[config.mk]
export PLATFORM = sky130hd
export DESIGN_NAME = instruction_fetch
export DESIGN_NICKNAME = d
export VERILOG_FILES = /design/src/rtl/instruction_fetch_pkg.sv /design/src/rtl/instruction_fetch_fifo.sv /design/src/rtl/instruction_fetch.sv
export SDC_FILE = /design/constraint.sdc
export NUM_CORES = 1
export LEC_CHECK = 0
export CAP_MARGIN = 20
export CELL_PAD_IN_SITES_DETAIL_PLACEMENT = 1
export CELL_PAD_IN_SITES_GLOBAL_PLACEMENT = 1
export CORE_ASPECT_RATIO = 0.7
export CORE_MARGIN = 5
export CORE_UTILIZATION = 43
export DETAILED_ROUTE_END_ITERATION = 10
export DONT_BUFFER_PORTS = 1
export PLACE_DENSITY_LB_ADDON = 0.1
export SKIP_LAST_GASP = 1
export SYNTH_ARGS = -nofsm -noshare
export SYNTH_HDL_FRONTEND = slang
export SYNTH_HIERARCHICAL = 1
export SYNTH_SLANG_ARGS = --single-unit
export TNS_END_PERCENT = 30
[constraint.sdc]
create_clock -name clk -period 2.85 [get_ports clk]
set_clock_uncertainty 0.15 [all_clocks]
set_input_delay 0.285 -clock clk [delete_from_list [all_inputs] [get_ports clk]]
set_output_delay 0.285 -clock clk [all_outputs]
set_load 0.02 [all_outputs]
[src/rtl/instruction_fetch_pkg.sv]
// Shared CPU fetch types.
//   fetch_state_t : fetch FSM states (IDLE, REQ, WAIT)
//   INSTR_NOP     : canonical nop encoding (addi x0, x0, 0)
//   fetch_entry_t : one buffered instruction word plus the address it was fetched from
//   word_align()  : clears the two byte-offset bits of an address
package instruction_fetch_pkg;

  typedef enum logic [1:0] {
    IDLE = 2'd0,
    REQ  = 2'd1,
    WAIT = 2'd2
  } fetch_state_t;

  localparam logic [31:0] INSTR_NOP = 32'h0000_0013;

  typedef struct packed {
    logic [31:0] instruction;
    logic [31:0] pc;
  } fetch_entry_t;

  function automatic logic [31:0] word_align(input logic [31:0] addr);
    return {addr[31:2], 2'b00};
  endfunction

endpackage

[src/rtl/instruction_fetch_fifo.sv]
// Instruction buffer between the memory response path and the decoder.
// Ports:
//   clk_i, rst_ni : clock, synchronous active-low reset (empties and clears storage)
//   flush_i       : drop every entry; wins over push_i and pop_i
//   push_i        : write wdata_i (accepted when not full, or when full and popping)
//   pop_i         : retire the head entry (ignored when empty)
//   wdata_i       : entry to write
//   rdata_o       : head entry, valid whenever empty_o is low
//   full_o, empty_o, count_o : occupancy status
module instruction_fetch_fifo
  import instruction_fetch_pkg::*;
#(
  parameter int unsigned Depth = 2,
  localparam int unsigned PtrW = $clog2(Depth),
  localparam int unsigned CntW = $clog2(Depth + 1)
) (
  input  logic            clk_i,
  input  logic            rst_ni,
  input  logic            flush_i,
  input  logic            push_i,
  input  logic            pop_i,
  input  fetch_entry_t    wdata_i,
  output fetch_entry_t    rdata_o,
  output logic            full_o,
  output logic            empty_o,
  output logic [CntW-1:0] count_o
);

  fetch_entry_t    mem_q [Depth];
  fetch_entry_t    mem_d [Depth];
  logic [PtrW-1:0] wptr_q, wptr_d;
  logic [PtrW-1:0] rptr_q, rptr_d;
  logic [CntW-1:0] count_q, count_d;
  logic            do_push, do_pop;

  assign full_o  = (count_q == CntW'(Depth));
  assign empty_o = (count_q == '0);
  assign count_o = count_q;
  assign rdata_o = mem_q[rptr_q];

  always_comb begin
    mem_d   = mem_q;
    wptr_d  = wptr_q;
    rptr_d  = rptr_q;
    count_d = count_q;
    do_pop  = pop_i && !empty_o;
    // A full buffer can still take a word when the head leaves in the same cycle.
    do_push = push_i && (!full_o || do_pop);
    if (flush_i) begin
      wptr_d  = '0;
      rptr_d  = '0;
      count_d = '0;
    end else begin
      if (do_push) begin
        mem_d[wptr_q] = wdata_i;
        wptr_d        = wptr_q + PtrW'(1);
      end
      if (do_pop) begin
        rptr_d = rptr_q + PtrW'(1);
      end
      count_d = count_q + CntW'(do_push) - CntW'(do_pop);
    end
  end

  always_ff @(posedge clk_i) begin
    if (!rst_ni) begin
      mem_q   <= '{default: '0};
      wptr_q  <= '0;
      rptr_q  <= '0;
      count_q <= '0;
    end else begin
      mem_q   <= mem_d;
      wptr_q  <= wptr_d;
      rptr_q  <= rptr_d;
      count_q <= count_d;
    end
  end

endmodule

[src/rtl/instruction_fetch.sv]
// Instruction fetch unit: owns the fetch PC, reads instruction memory with a single
// outstanding req/gnt/rvalid transaction, buffers returned words and hands them to the
// decoder over valid/ready. Redirects from execute flush buffered and in-flight words.
// Ports:
//   clk, rst_n                     : clock, synchronous active-low reset
//   imem_req/imem_addr             : read request, held until imem_gnt
//   imem_gnt/imem_rvalid/imem_rdata: memory grant and read response
//   redirect/redirect_pc           : new fetch PC from execute
//   instr_valid/instr_ready        : downstream handshake
//   instruction/instr_pc           : head instruction word and its address
//   fetch_misaligned               : only with FETCH_MISALIGN_CHECK_EN; one-cycle pulse after a
//                                    redirect whose target is not word aligned
// Build option FETCH_MISALIGN_CHECK_EN: a misaligned redirect stalls fetch until the next
// aligned redirect. Without it the byte-offset bits are simply cleared.
module instruction_fetch
  import instruction_fetch_pkg::*;
#(
  parameter logic [31:0] RESET_PC   = 32'h0000_0000,
  parameter int unsigned FIFO_DEPTH = 2
) (
  input  logic        clk,
  input  logic        rst_n,
  output logic        imem_req,
  output logic [31:0] imem_addr,
  input  logic        imem_gnt,
  input  logic        imem_rvalid,
  input  logic [31:0] imem_rdata,
  input  logic        redirect,
  input  logic [31:0] redirect_pc,
  output logic        instr_valid,
  input  logic        instr_ready,
  output logic [31:0] instruction,
  output logic [31:0] instr_pc
`ifdef FETCH_MISALIGN_CHECK_EN
  ,
  output logic        fetch_misaligned
`endif
);

  localparam int unsigned CntW = $clog2(FIFO_DEPTH + 1);
  localparam logic [CntW-1:0] DepthCnt = CntW'(FIFO_DEPTH);
  localparam logic [CntW:0]   DepthOcc = (CntW + 1)'(FIFO_DEPTH);

  fetch_state_t state_q, state_d;
  logic [31:0]  fetch_pc_q, fetch_pc_d;
  logic [31:0]  req_pc_q, req_pc_d;
  logic         discard_q, discard_d;

  logic            fifo_push, fifo_pop, fifo_full, fifo_empty;
  logic [CntW-1:0] fifo_count;
  logic [CntW:0]   occ_after_rsp;
  fetch_entry_t    push_entry, head_entry;

  // fetch_halt: fetching is currently stalled; halt_next: stall state after this cycle.
  logic fetch_halt, halt_next;
  fetch_state_t resume_state;

`ifdef FETCH_MISALIGN_CHECK_EN
  logic halt_q;
  logic misaligned_q, misaligned_d;

  assign misaligned_d     = redirect && (redirect_pc[1:0] != 2'b00);
  assign halt_next        = redirect ? misaligned_d : halt_q;
  assign fetch_halt       = halt_q;
  assign fetch_misaligned = misaligned_q;

  always_ff @(posedge clk) begin
    if (!rst_n) begin
      halt_q       <= 1'b0;
      misaligned_q <= 1'b0;
    end else begin
      halt_q       <= halt_next;
      misaligned_q <= misaligned_d;
    end
  end
`else
  logic unused_redirect_lsb;

  assign unused_redirect_lsb = ^redirect_pc[1:0];
  assign halt_next           = 1'b0;
  assign fetch_halt          = 1'b0;
`endif

  assign resume_state = halt_next ? IDLE : REQ;

  assign fifo_pop   = instr_valid && instr_ready;
  assign push_entry = '{instruction: imem_rdata, pc: req_pc_q};

  // Occupancy once the current response (if kept) and any pop have landed; pop implies
  // a non-empty buffer so this cannot underflow.
  assign occ_after_rsp = {1'b0, fifo_count} + (CntW + 1)'(!discard_q)
                       - (CntW + 1)'(fifo_pop);

  always_comb begin
    state_d    = state_q;
    fetch_pc_d = fetch_pc_q;
    req_pc_d   = req_pc_q;
    discard_d  = discard_q;
    fifo_push  = 1'b0;

    unique case (state_q)
      IDLE: begin
        // No request is outstanding here, so occupancy is just the buffer count.
        if (!fetch_halt && (fifo_count < DepthCnt)) begin
          state_d = REQ;
        end
      end
      REQ: begin
        if (imem_gnt) begin
          state_d    = WAIT;
          req_pc_d   = fetch_pc_q;
          fetch_pc_d = fetch_pc_q + 32'd4;
        end
      end
      WAIT: begin
        if (imem_rvalid) begin
          fifo_push = !discard_q;
          discard_d = 1'b0;
          state_d   = (!fetch_halt && (occ_after_rsp < DepthOcc)) ? REQ : IDLE;
        end
      end
      default: state_d = IDLE;
    endcase

    // Redirect overrides the normal flow; the buffer is flushed by the FIFO itself.
    if (redirect) begin
      fetch_pc_d = word_align(redirect_pc);
      fifo_push  = 1'b0;
      unique case (state_q)
        WAIT: begin
          if (imem_rvalid) begin
            state_d   = resume_state;
            discard_d = 1'b0;
          end else begin
            // Response still in flight: stay and drop it when it arrives.
            state_d   = WAIT;
            discard_d = 1'b1;
          end
        end
        REQ: begin
          if (imem_gnt) begin
            // Old address was accepted this cycle; its response must be dropped.
            state_d   = WAIT;
            discard_d = 1'b1;
            req_pc_d  = fetch_pc_q;
          end else begin
            state_d = resume_state;
          end
        end
        default: state_d = resume_state;
      endcase
    end
  end

  always_ff @(posedge clk) begin
    if (!rst_n) begin
      state_q    <= IDLE;
      fetch_pc_q <= RESET_PC;
      req_pc_q   <= '0;
      discard_q  <= 1'b0;
    end else begin
      state_q    <= state_d;
      fetch_pc_q <= fetch_pc_d;
      req_pc_q   <= req_pc_d;
      discard_q  <= discard_d;
    end
  end

  instruction_fetch_fifo #(
    .Depth (FIFO_DEPTH)
  ) u_fifo (
    .clk_i   (clk),
    .rst_ni  (rst_n),
    .flush_i (redirect),
    .push_i  (fifo_push),
    .pop_i   (fifo_pop),
    .wdata_i (push_entry),
    .rdata_o (head_entry),
    .full_o  (fifo_full),
    .empty_o (fifo_empty),
    .count_o (fifo_count)
  );

  logic unused_fifo_full;
  assign unused_fifo_full = fifo_full;

  assign imem_req    = (state_q == REQ);
  assign imem_addr   = fetch_pc_q;
  assign instr_valid = !fifo_empty;
  assign instruction = head_entry.instruction;
  assign instr_pc    = head_entry.pc;

endmodule

-- Word level (Yosys, flattened, before mapping)
Index checks and enable logic that the tools add are counted.
- register bits after elaboration: 199
- output and inout port bits: 98
- word-level logic and storage cells: 83
- add/sub/neg operators: 7
- magnitude comparators: 5
- equal/unequal tests: 6
- multiplexer cells: 32
- bitwise operators: 4
- reduce and logical (&&, ||, !) cells: 17
- operators with widths (kind ; number):
    two-way mux 32 bit ; 8
    two-way mux 64 bit ; 4
    bitwise mux 128 bit ; 1
    demux 64 bit (select 1 bit) ; 1
    adder 32 x 3 -> 32 bit (second input constant) ; 1
    two-way mux 2 bit ; 6
    two-way mux 1 bit ; 9
    != test 3 bit (second input constant) ; 2
    case mux 2 bit (3 select lines) ; 1
    AND reduction 2 bit ; 3
    equality test 2 bit (second input constant) ; 2
    greater-or-equal comparator 2 bit (second input constant) ; 2
    logical AND 1 bit ; 4
    zero test 2 bit ; 2
    inverter 1 -> 2 bit ; 2
    case mux 2 bit (2 select lines) ; 1
    nonzero test 2 bit ; 2
    adder 2 x 1 -> 3 bit ; 1
    zero test 1 bit ; 3
    less-than comparator 3 x 2 -> 1 bit (second input constant) ; 1
    != test 3 x 1 -> 1 bit (second input constant) ; 1
    AND reduction 3 bit ; 1
    subtractor 3 x 1 -> 3 bit ; 1
    adder 1 bit (second input constant) ; 2
    9 further kinds ; 10

-- Longest topological paths before layout
Gate-level depths: netlist (run 1).
- word-level depth: 9
- gate-level depth with buffers: 11
- mapped depth without buffers: 11

-- By module
The synthesis (run 1) kept the hierarchy.
- by module, submodules not included (module ; times used ; cells an instance ; area each (sq um) ; seq. area each (sq um)):
    instruction_fetch_fifo ; 1 ; 584 ; 5800.6 ; 2642.5
    instruction_fetch ; 1 ; 398 ; 3146.8 ; 1301.2

-- Least setup slack after synthesis (run 1)
No wires, ideal clock.
- path kind: flip-flop to flip-flop
- from: reg u_fifo.count_q[1] (netlist: u_fifo/count_o[1])
- to: reg state_q[0]
- data arrival time: 2.556 ns
- setup slack: 0.073 ns
- cell stages (with the launch flop): 10
- buffers on the path: 0
- period minus slack after synthesis: 2.777 ns
- cells stage by stage: dfxtp_1 > nor2_1 > nor2b_1 > ha_1 > nand2b_1 > fa_1 > xnor2_1 > a31oi_1 > or4b_2 > a21oi_1
- cells in the longest elaborated chain, start to end: 9
- elaborated cells between the ends (all ways): 13
- ends and longest elaborated chain (what ; RTL line ; text):
    start: declaration ; instruction_fetch_fifo.sv:33 ; logic [CntW-1:0] count_q, count_d;
    start signal: assignment ; instruction_fetch_fifo.sv:75 ; count_q <= count_d;
    zero test 2 bit ; instruction_fetch_fifo.sv:37 ; assign empty_o = (count_q == '0);
    net fifo_empty ; instruction_fetch.sv:49 ; logic fifo_push, fifo_pop, fifo_full, fifo_empty;
    zero test 1 bit ; instruction_fetch.sv:189 ; assign instr_valid = !fifo_empty;
    logical AND 1 bit ; instruction_fetch.sv:86 ; assign fifo_pop = instr_valid && instr_ready;
    net fifo_pop ; instruction_fetch.sv:49 ;
    subtractor 3 x 1 -> 3 bit ; instruction_fetch.sv:92 ; - (CntW + 1)'(fifo_pop);
    less-than comparator 3 x 2 -> 1 bit ; instruction_fetch.sv:119 ; state_d = (!fetch_halt && (occ_after_rsp < DepthOcc)) ? REQ : IDLE;
    two-way mux 1 bit ; instruction_fetch.sv:119 ;
    two-way mux 2 bit ; instruction_fetch.sv:116 ; if (imem_rvalid) begin
    case mux 2 bit (3 select lines) ; instruction_fetch.sv:101 ; unique case (state_q)
    two-way mux 2 bit ; instruction_fetch.sv:126 ; if (redirect) begin
    end signal: assignment ; instruction_fetch.sv:162 ; state_q <= state_d;
    end: declaration ; instruction_fetch.sv:44 ; fetch_state_t state_q, state_d;
The timed path passes the listed nets, and every way through them passes these cells. The select of a mux whose other input is x is not followed.
A chain may end at the register's enable or synchronous reset.

-- Final worst setup path (run 1)
- from: reg state_q[1]
- to: reg fetch_pc_q[28] (netlist: imem_addr[28])
- cells in the longest elaborated chain, start to end: 3
- ends and longest elaborated chain (what ; RTL line ; text):
    equality test 2 x 1 -> 1 bit ; instruction_fetch.sv:101 ;
    nonzero test 2 bit (no line) ; -- ;
    AND reduction 2 bit (no line) ; -- ;
    end signal: assignment ; instruction_fetch.sv:163 ; fetch_pc_q <= fetch_pc_d;
    end: declaration ; instruction_fetch.sv:45 ; logic [31:0] fetch_pc_q, fetch_pc_d;
Every way passes these cells.

==> results by group, run 1 <==
Floorplan
  • Cell Rows: 44
  • Vert. Die Dim: 130.6 µm
  • Ports placed on the boundary: between 150 and 200
  • Die area: 0.02382 mm²
  • Starting Density: 0.4342
  • Die X-Extent: 182.4 µm
  • Core area: roughly 0.021 mm²

Status
  • Violated checks: hold timing
  • Result of the run: finished with violations

Logic synthesis
  • Synthesized instance count: 981
  • Number of warnings printed during yosys synthesis: 6
  • Synthesized area divided by synthesized cell count: 9.114 µm²
  • Synthesized cell area: 0.008941 mm²

CTS
  • TritonCTS sink count: 197
  • Number of buffers added for setup after CTS: 0
  • Total number of H-tree levels: 4
  • Cts bufs inserted: 17
  • Worst-Skew Late Latency: 0.44 ns
  • CTS Root Cell: sky130_fd_sc_hd__clkbuf_16
  • TritonCTS clock tree: yes
  • Clock-pin slew reported for the worst setup and hold paths after clock tree synthesis: 0.08 ns
  • Buffer levels on the longest clock path: 2

Finish
  • Commonest cells after routing, fill and taps aside: sky130_fd_sc_hd__nand2_1, sky130_fd_sc_hd__dfxtp_1, sky130_fd_sc_hd__dlygate4sd3_1, sky130_fd_sc_hd__mux2i_1, sky130_fd_sc_hd__mux2_2
  • Proportion of layout cells with a drive suffix above 1: 0.1321
  • Final instance count without filler cells: 1390
  • Synth-to-layout area growth: 24.69%
  • Core Util, Final: 0.5414
  • Net count, final: around 1200
  • Layout Cell Area excl Fill: 0.01115 mm²
  • Multi-input gate area: 0.004564 mm²
  • Total of fill cells in the finished design: 2344
  • Area taken by flip-flops and latches: 0.003949 mm²
  • Commonest non-fill, non-tap cell in the layout: sky130_fd_sc_hd__nand2_1

Timing
  • Final Hold Fails: 1
  • Final worst-path setup slack: between 0.1 and 0.15 ns
  • Slew at the pin with the worst max-slew slack: 0.5534 ns
  • Worst max-slew margin expressed relative to the limit: 0.6311
  • Max-slew violation count: 0
  • Peak clock frequency supported by timing: 0.3702 GHz
  • Unrepaired setup endpoints after global routing: yes
  • Number of setup violations in the final report: 0
  • Share of the clock period used by the worst path: 0.9477
  • Tightest hold margin: -0.005502 ns
  • Clock period minus final worst setup slack: approximately 2.7 ns

Placed design
  • # placed instances: 1222
  • Placed wire-length estimate: 16200 µm
  • Setup slack after placement: 0.1274 ns
  • Port buffer count: 0
  • Area after DPL: 0.009191 mm²
  • Final Wtd Congestion: 0.8415

Detailed routing
  • Via count: 7618
  • Total Routed Length: about 27000 µm
  • Number of routed nets with antenna violations: 0
  • Detailed-route wire length per cell: 19.53 µm
  • Number of remaining DRC errors: 0
  • DR iter-0 viols: 353
  • First-pass iteration count of the detailed router: 4
  • Average vias per placed instance: 5.481

Job
  • Maxcap violations: 0

Setup path
  • Category of the most critical setup path: register to register
  • Worst EP required: 3.08 ns
  • Critical path launch point type: register
  • CP Max Fanout: 11
  • Arrival time reported for the critical path endpoint: 2.93 ns
  • Type of destination of the critical path: register

GRT
  • Remaining Overflow, GRT: 0
  • Wire length of the first global-routing pass: about 44000 µm
  • Total routing resource utilization after global routing: 0.2265
  • Fraction of met1 tracks used by global routing: 0.2595
  • Met3 demand-to-capacity share in global routing: 0.05230
  • Via count of the first global-routing pass: approximately 8400
  • Global routing met2 resource utilization: 0.4181
  • Maximum number of pins on one net before global-route repair: 135
  • Antenna violations before repair: 1
  • Busiest grt layer: met2

Power and ir drop
  • Fraction of power consumed by sequential logic: 0.497
  • Switch Pwr: 1558 µW
  • Share of power burned in combinational logic: 0.095
  • P per Cell Area: just over 500 mW/mm²
  • Switching Share: 0.2695
  • Leakage: ~0.0042 µW
  • Cell internal power dissipation: 4223 µW
  • Clk network pwr share: 0.408
  • Max rail drop VDD: between 0.3 and 0.4 mV

Min path
  • Type of the worst min-delay path: primary input to register
## stage by stage
step                      total power [µW]    TNS, ns
after global placement                3308          0
final                                 5781          0
after detailed placement              3334          0
after CTS                             5832          0
after global routing                  6013  -0.008259
after floorplan                       3243          0
## power groups by stage
stage,logic [µW],registers [µW],clock network [µW]
3_5_place_dp,398,2940,0
4_1_cts,545,2870,2420
6_report,551,2870,2360
5_1_grt,601,2880,2530
3_3_place_gp,376,2930,0
2_1_floorplan,283,2960,0
## repair_timing
| item | 4_1_cts | 5_1_grt |
|---|---|---|
| setup endpoints to repair | 0 | 2 |
| gates resized for setup | 0 | 3 |
| hold endpoints to repair | 167 | 0 |
| hold buffers | 135 | 0 |
## state kept, by name, indices dropped and copies added (netlist names)
name            count
discard_q           1
u_fifo/rptr_q       1
u_fifo/count_o      2
state_q             2
u_fifo/wptr_q       1
imem_addr          30
u_fifo/mem_q      128
req_pc_q           32
## area by class of cell
type                    count  share of cell area
diodes                      1           0.0002245
clock buffers              18             0.03939
clock inverters            14             0.01201
inverters                  14            0.004714
multi-input cells         701              0.4094
flip-flops and latches    197              0.3542
well taps                 276             0.03098
repair buffers            169              0.1490
## routing by layer
layer,up-vias,share of wire
met1,3803,0.41
met4,2,0.023
met5,-,0.00026
li1,3605,-
met3,53,0.051
met2,155,0.51
## final timing paths
check / endpoint / start / depth (start not counted) / slack [ns]
hold reg to reg: req_pc_q[13]$_SDFF_PN0_ / req_pc_q[13]$_SDFF_PN0_ / 2 / 0.31
setup reg to reg: imem_addr[28]$_SDFFE_PN0P_ / state_q[1]$_SDFFE_PN0P_ / 8 / 0.15
hold / removal: imem_addr[24]$_SDFFE_PN0P_ / redirect / 3 / -0.006
setup / recovery: imem_addr[28]$_SDFFE_PN0P_ / state_q[1]$_SDFFE_PN0P_ / 8 / 0.15
## critical path, stage by stage, from the launching register on
cell and delay, ns:
sky130_fd_sc_hd__dfxtp_1 0.34, sky130_fd_sc_hd__inv_1 0.12, sky130_fd_sc_hd__ha_1 0.33, sky130_fd_sc_hd__nand3_2 0.24, sky130_fd_sc_hd__nor4_2 0.35, sky130_fd_sc_hd__buf_4 0.24
sky130_fd_sc_hd__a311oi_1 0.11, sky130_fd_sc_hd__nor3b_1 0.21, sky130_fd_sc_hd__dlygate4sd3_1 0.57
Note: power is estimated with default switching activity, not from simulation.
==> run 2: changes to the inputs <==
--- a/config.mk
+++ b/config.mk
@@ -10,7 +10,7 @@
 export CELL_PAD_IN_SITES_GLOBAL_PLACEMENT = 1
 export CORE_ASPECT_RATIO = 0.7
 export CORE_MARGIN = 5
-export CORE_UTILIZATION = 43
+export CORE_UTILIZATION = 25
 export DETAILED_ROUTE_END_ITERATION = 10
 export DONT_BUFFER_PORTS = 1
 export PLACE_DENSITY_LB_ADDON = 0.1
==> results by group, run 2 (synthesized netlist as in run 1, its figures left out) <==
Status
  • Result of the run: complete, no violations

Setup path
  • Arrival time reported for the critical path endpoint: 2.87 ns (-0.06 ns)
  • R2R depth: 9 (+1)
  • Worst EP required: 3.03 ns (-0.05 ns)
  • Critical path launch point type: register
  • Category of the most critical setup path: register to register
  • CP Max Fanout: 6 (-5)
  • Type of destination of the critical path: register
  • Critical Path Start: state_q[1]$_SDFFE_PN0P_
  • Destination of the worst register-to-register timing path: imem_addr[22]$_SDFFE_PN0P_
  • R2R setup slack: 0.15 ns (about the same)
  • Launch point of the worst reg-to-reg path: state_q[1]$_SDFFE_PN0P_

GRT
  • Remaining Overflow, GRT: 0 (unchanged)
  • Wire length of the first global-routing pass: 46460 µm (+6.6%)
  • Total routing resource utilization after global routing: 0.1470 (-0.07950)
  • Antenna violations before repair: 0 (-1)
  • Via count of the first global-routing pass: 7965 (-5.6%)
  • Maximum number of pins on one net before global-route repair: 133 (-1.5%)

Floorplan
  • Cell Rows: 58 (+32%)
  • Core area: 0.03563 mm² (+73%)
  • Vert. Die Dim: 168.2 µm (+29%)
  • Die X-Extent: 236.0 µm (+29%)
  • Ports placed on the boundary: 168 (unchanged)
  • Die area: 0.03971 mm² (+67%)
  • Starting Density: 0.2509 (-0.1833)

Finish
  • Core Util, Final: 0.3277 (-0.2138)
  • Synth-to-layout area growth: 30.59%
  • Largest register by flop count: u_fifo/mem_q
  • Proportion of layout cells with a drive suffix above 1: 0.1464 (+0.01429)
  • Diodes inserted: 0 (-1)
  • Commonest non-fill, non-tap cell in the layout: sky130_fd_sc_hd__nand2_1
  • Max FFs per register: 128 (unchanged)
  • Net count, final: 1206 (+2.4%)
  • Commonest cells after routing, fill and taps aside: sky130_fd_sc_hd__nand2_1, sky130_fd_sc_hd__dfxtp_1, sky130_fd_sc_hd__dlygate4sd3_1, sky130_fd_sc_hd__mux2i_1, sky130_fd_sc_hd__mux2_2

Min path
  • Type of the worst min-delay path: primary input to register
  • Worst Hold End: imem_addr[31]$_SDFFE_PN0P_
  • Hold wc startpoint: imem_gnt
  • Hold path depth: 4 (+1)

CTS
  • Worst-Skew Late Latency: 0.44 ns (about the same)
  • Total number of H-tree levels: 4 (unchanged)
  • Cts bufs inserted: 17 (unchanged)
  • CTS Root Cell: sky130_fd_sc_hd__clkbuf_16
  • TritonCTS sink count: 197 (unchanged)
  • TritonCTS clock tree: yes
  • Buffer levels on the longest clock path: 2 (unchanged)
  • Clock-pin slew reported for the worst setup and hold paths after clock tree synthesis: 0.07 ns (about the same)

Power and ir drop
  • Fraction of power consumed by sequential logic: 0.481 (-0.016)
  • P per Cell Area: 509.7 mW/mm² (-1.7%)
  • Share of power burned in combinational logic: 0.097 (+0.002)
  • Clk network pwr share: 0.421 (+0.013)
  • Max rail drop VDD: 0.3235 mV (-15%)
  • Switch Pwr: 1531 µW (-1.7%)
  • Power Total: 5951 µW (+2.9%)
  • Leakage: 0.004419 µW (+4.4%)
  • Switching Share: 0.2573 (-0.01220)
  • Cell internal power dissipation: 4420 µW (+4.7%)

Detailed routing
  • Number of routed nets with antenna violations: 0 (unchanged)
  • DR iter-0 viols: 317 (-10%)
  • Via count: 7393 (-3.0%)
  • Total Routed Length: 29460 µm (+8.5%)
  • Average vias per placed instance: 4.561 (-17%)
  • Detailed-route wire length per cell: 18.18 µm (-6.9%)
  • First-pass iteration count of the detailed router: 4 (unchanged)
  • Number of remaining DRC errors: 0 (unchanged)

Timing
  • Max-slew violation count: 0 (unchanged)
  • Peak clock frequency supported by timing: 0.3706 GHz (+0.11%)
  • Clock period minus final worst setup slack: 2.698 ns (-0.002964 ns)
  • Worst max-slew margin expressed relative to the limit: 0.5735 (-0.05760)
  • Slew at the pin with the worst max-slew slack: 0.6384 ns (+0.08502 ns)
  • Share of the clock period used by the worst path: 0.9467 (-0.001040)
  • Final Hold Fails: 0 (-1)
  • Tightest hold margin: 0.03561 ns (+0.04111 ns)
  • Number of setup violations in the final report: 0 (unchanged)

Placed design
  • Placed wire-length estimate: 18500 µm (+14%)
  • Final Wtd Congestion: 0.7219 (-14%)
  • Port buffer count: 0 (unchanged)

Job
  • Maxcap violations: 0 (unchanged)
run 2: cell types whose count changed in the layout (fill, tap and decap cells not counted), moves of 3 or more:
cell / previous run / this run
sky130_fd_sc_hd__buf_4: 31 / 51
sky130_fd_sc_hd__dlygate4sd3_1: 134 / 140
sky130_fd_sc_hd__inv_6: 4 / 1
sky130_fd_sc_hd__inv_8: 3 / 0
run 2: repair_timing:
action / CTS / global route
hold buffers: 141 / 0
endpoints found under the setup margin: 0 / 11
hold endpoints to repair: 167 / 0
setup buffers: 0 / 6
resized for setup: 0 / 3
run 2: worst max path at each step:
stage | endpoint | slack [ns] | cells after the start
finish | imem_addr[22]$_SDFFE_PN0P_ | 0.15 | 9
global route | u_fifo/mem_q[35]$_SDFFE_PN0P_ | -0.02 | 10
CTS | imem_addr[22]$_SDFFE_PN0P_ | 0.03 | 9
detailed placement | state_q[0]$_SDFFE_PN0P_ | 0.23 | 9
global placement | state_q[0]$_SDFFE_PN0P_ | 0.30 | 9
floorplan | state_q[0]$_SDFFE_PN0P_ | 0.09 | 9
run 2: final cells by class:
type / instances / area, µm²
Clock inverter: 11 / 123.9
Timing Repair Buffer: 197 / 1917
Fill cell: 4078 / 23960
Sequential cell: 197 / 3948
Tap cell: 480 / 600.6
Clock buffer: 21 / 470.5
Multi-Input combinational cell: 701 / 4564
Inverter: 14 / 52.55
run 2: per-layer routing:
layer | routed length [µm] | vias up | GRT usage
met5 | 0 | - | 0
met2 | 13900 | 76 | 0.2407
li1 | - | 3656 | -
met3 | 1081 | 18 | 0.03455
met4 | 283 | 0 | 0.03204
met1 | 14190 | 3643 | 0.1989
run 2: power by group through the flow:
stage | logic, µW | clock network, µW | registers [µW]
2_1_floorplan | 283 | 0 | 2960
3_3_place_gp | 433 | 0 | 2930
3_5_place_dp | 434 | 0 | 2930
4_1_cts | 587 | 2640 | 2860
5_1_grt | 638 | 2750 | 2870
6_report | 579 | 2510 | 2860
run 2: per-stage QoR:
stage,cells,TNS [ns],cell area (µm²),worst slack (ns)
floorplan,982,0,8945,0.08688
global placement,1441,0,9572,0.2955
detailed placement,1441,0,9572,0.2334
CTS,1614,0,11590,0.03276
global route,1621,-0.01616,11680,-0.01616
finish,1621,0,11680,0.1519
run 2: worst max-delay path: stages (launching register included):
cell and delay (ns):
sky130_fd_sc_hd__dfxtp_1 0.33, sky130_fd_sc_hd__inv_1 0.11, sky130_fd_sc_hd__ha_2 0.25, sky130_fd_sc_hd__buf_4 0.20, sky130_fd_sc_hd__nand3_1 0.13, sky130_fd_sc_hd__nor4_1 0.28, sky130_fd_sc_hd__buf_4 0.21, sky130_fd_sc_hd__a31oi_1 0.09
sky130_fd_sc_hd__o311a_1 0.29, sky130_fd_sc_hd__dlygate4sd3_1 0.55
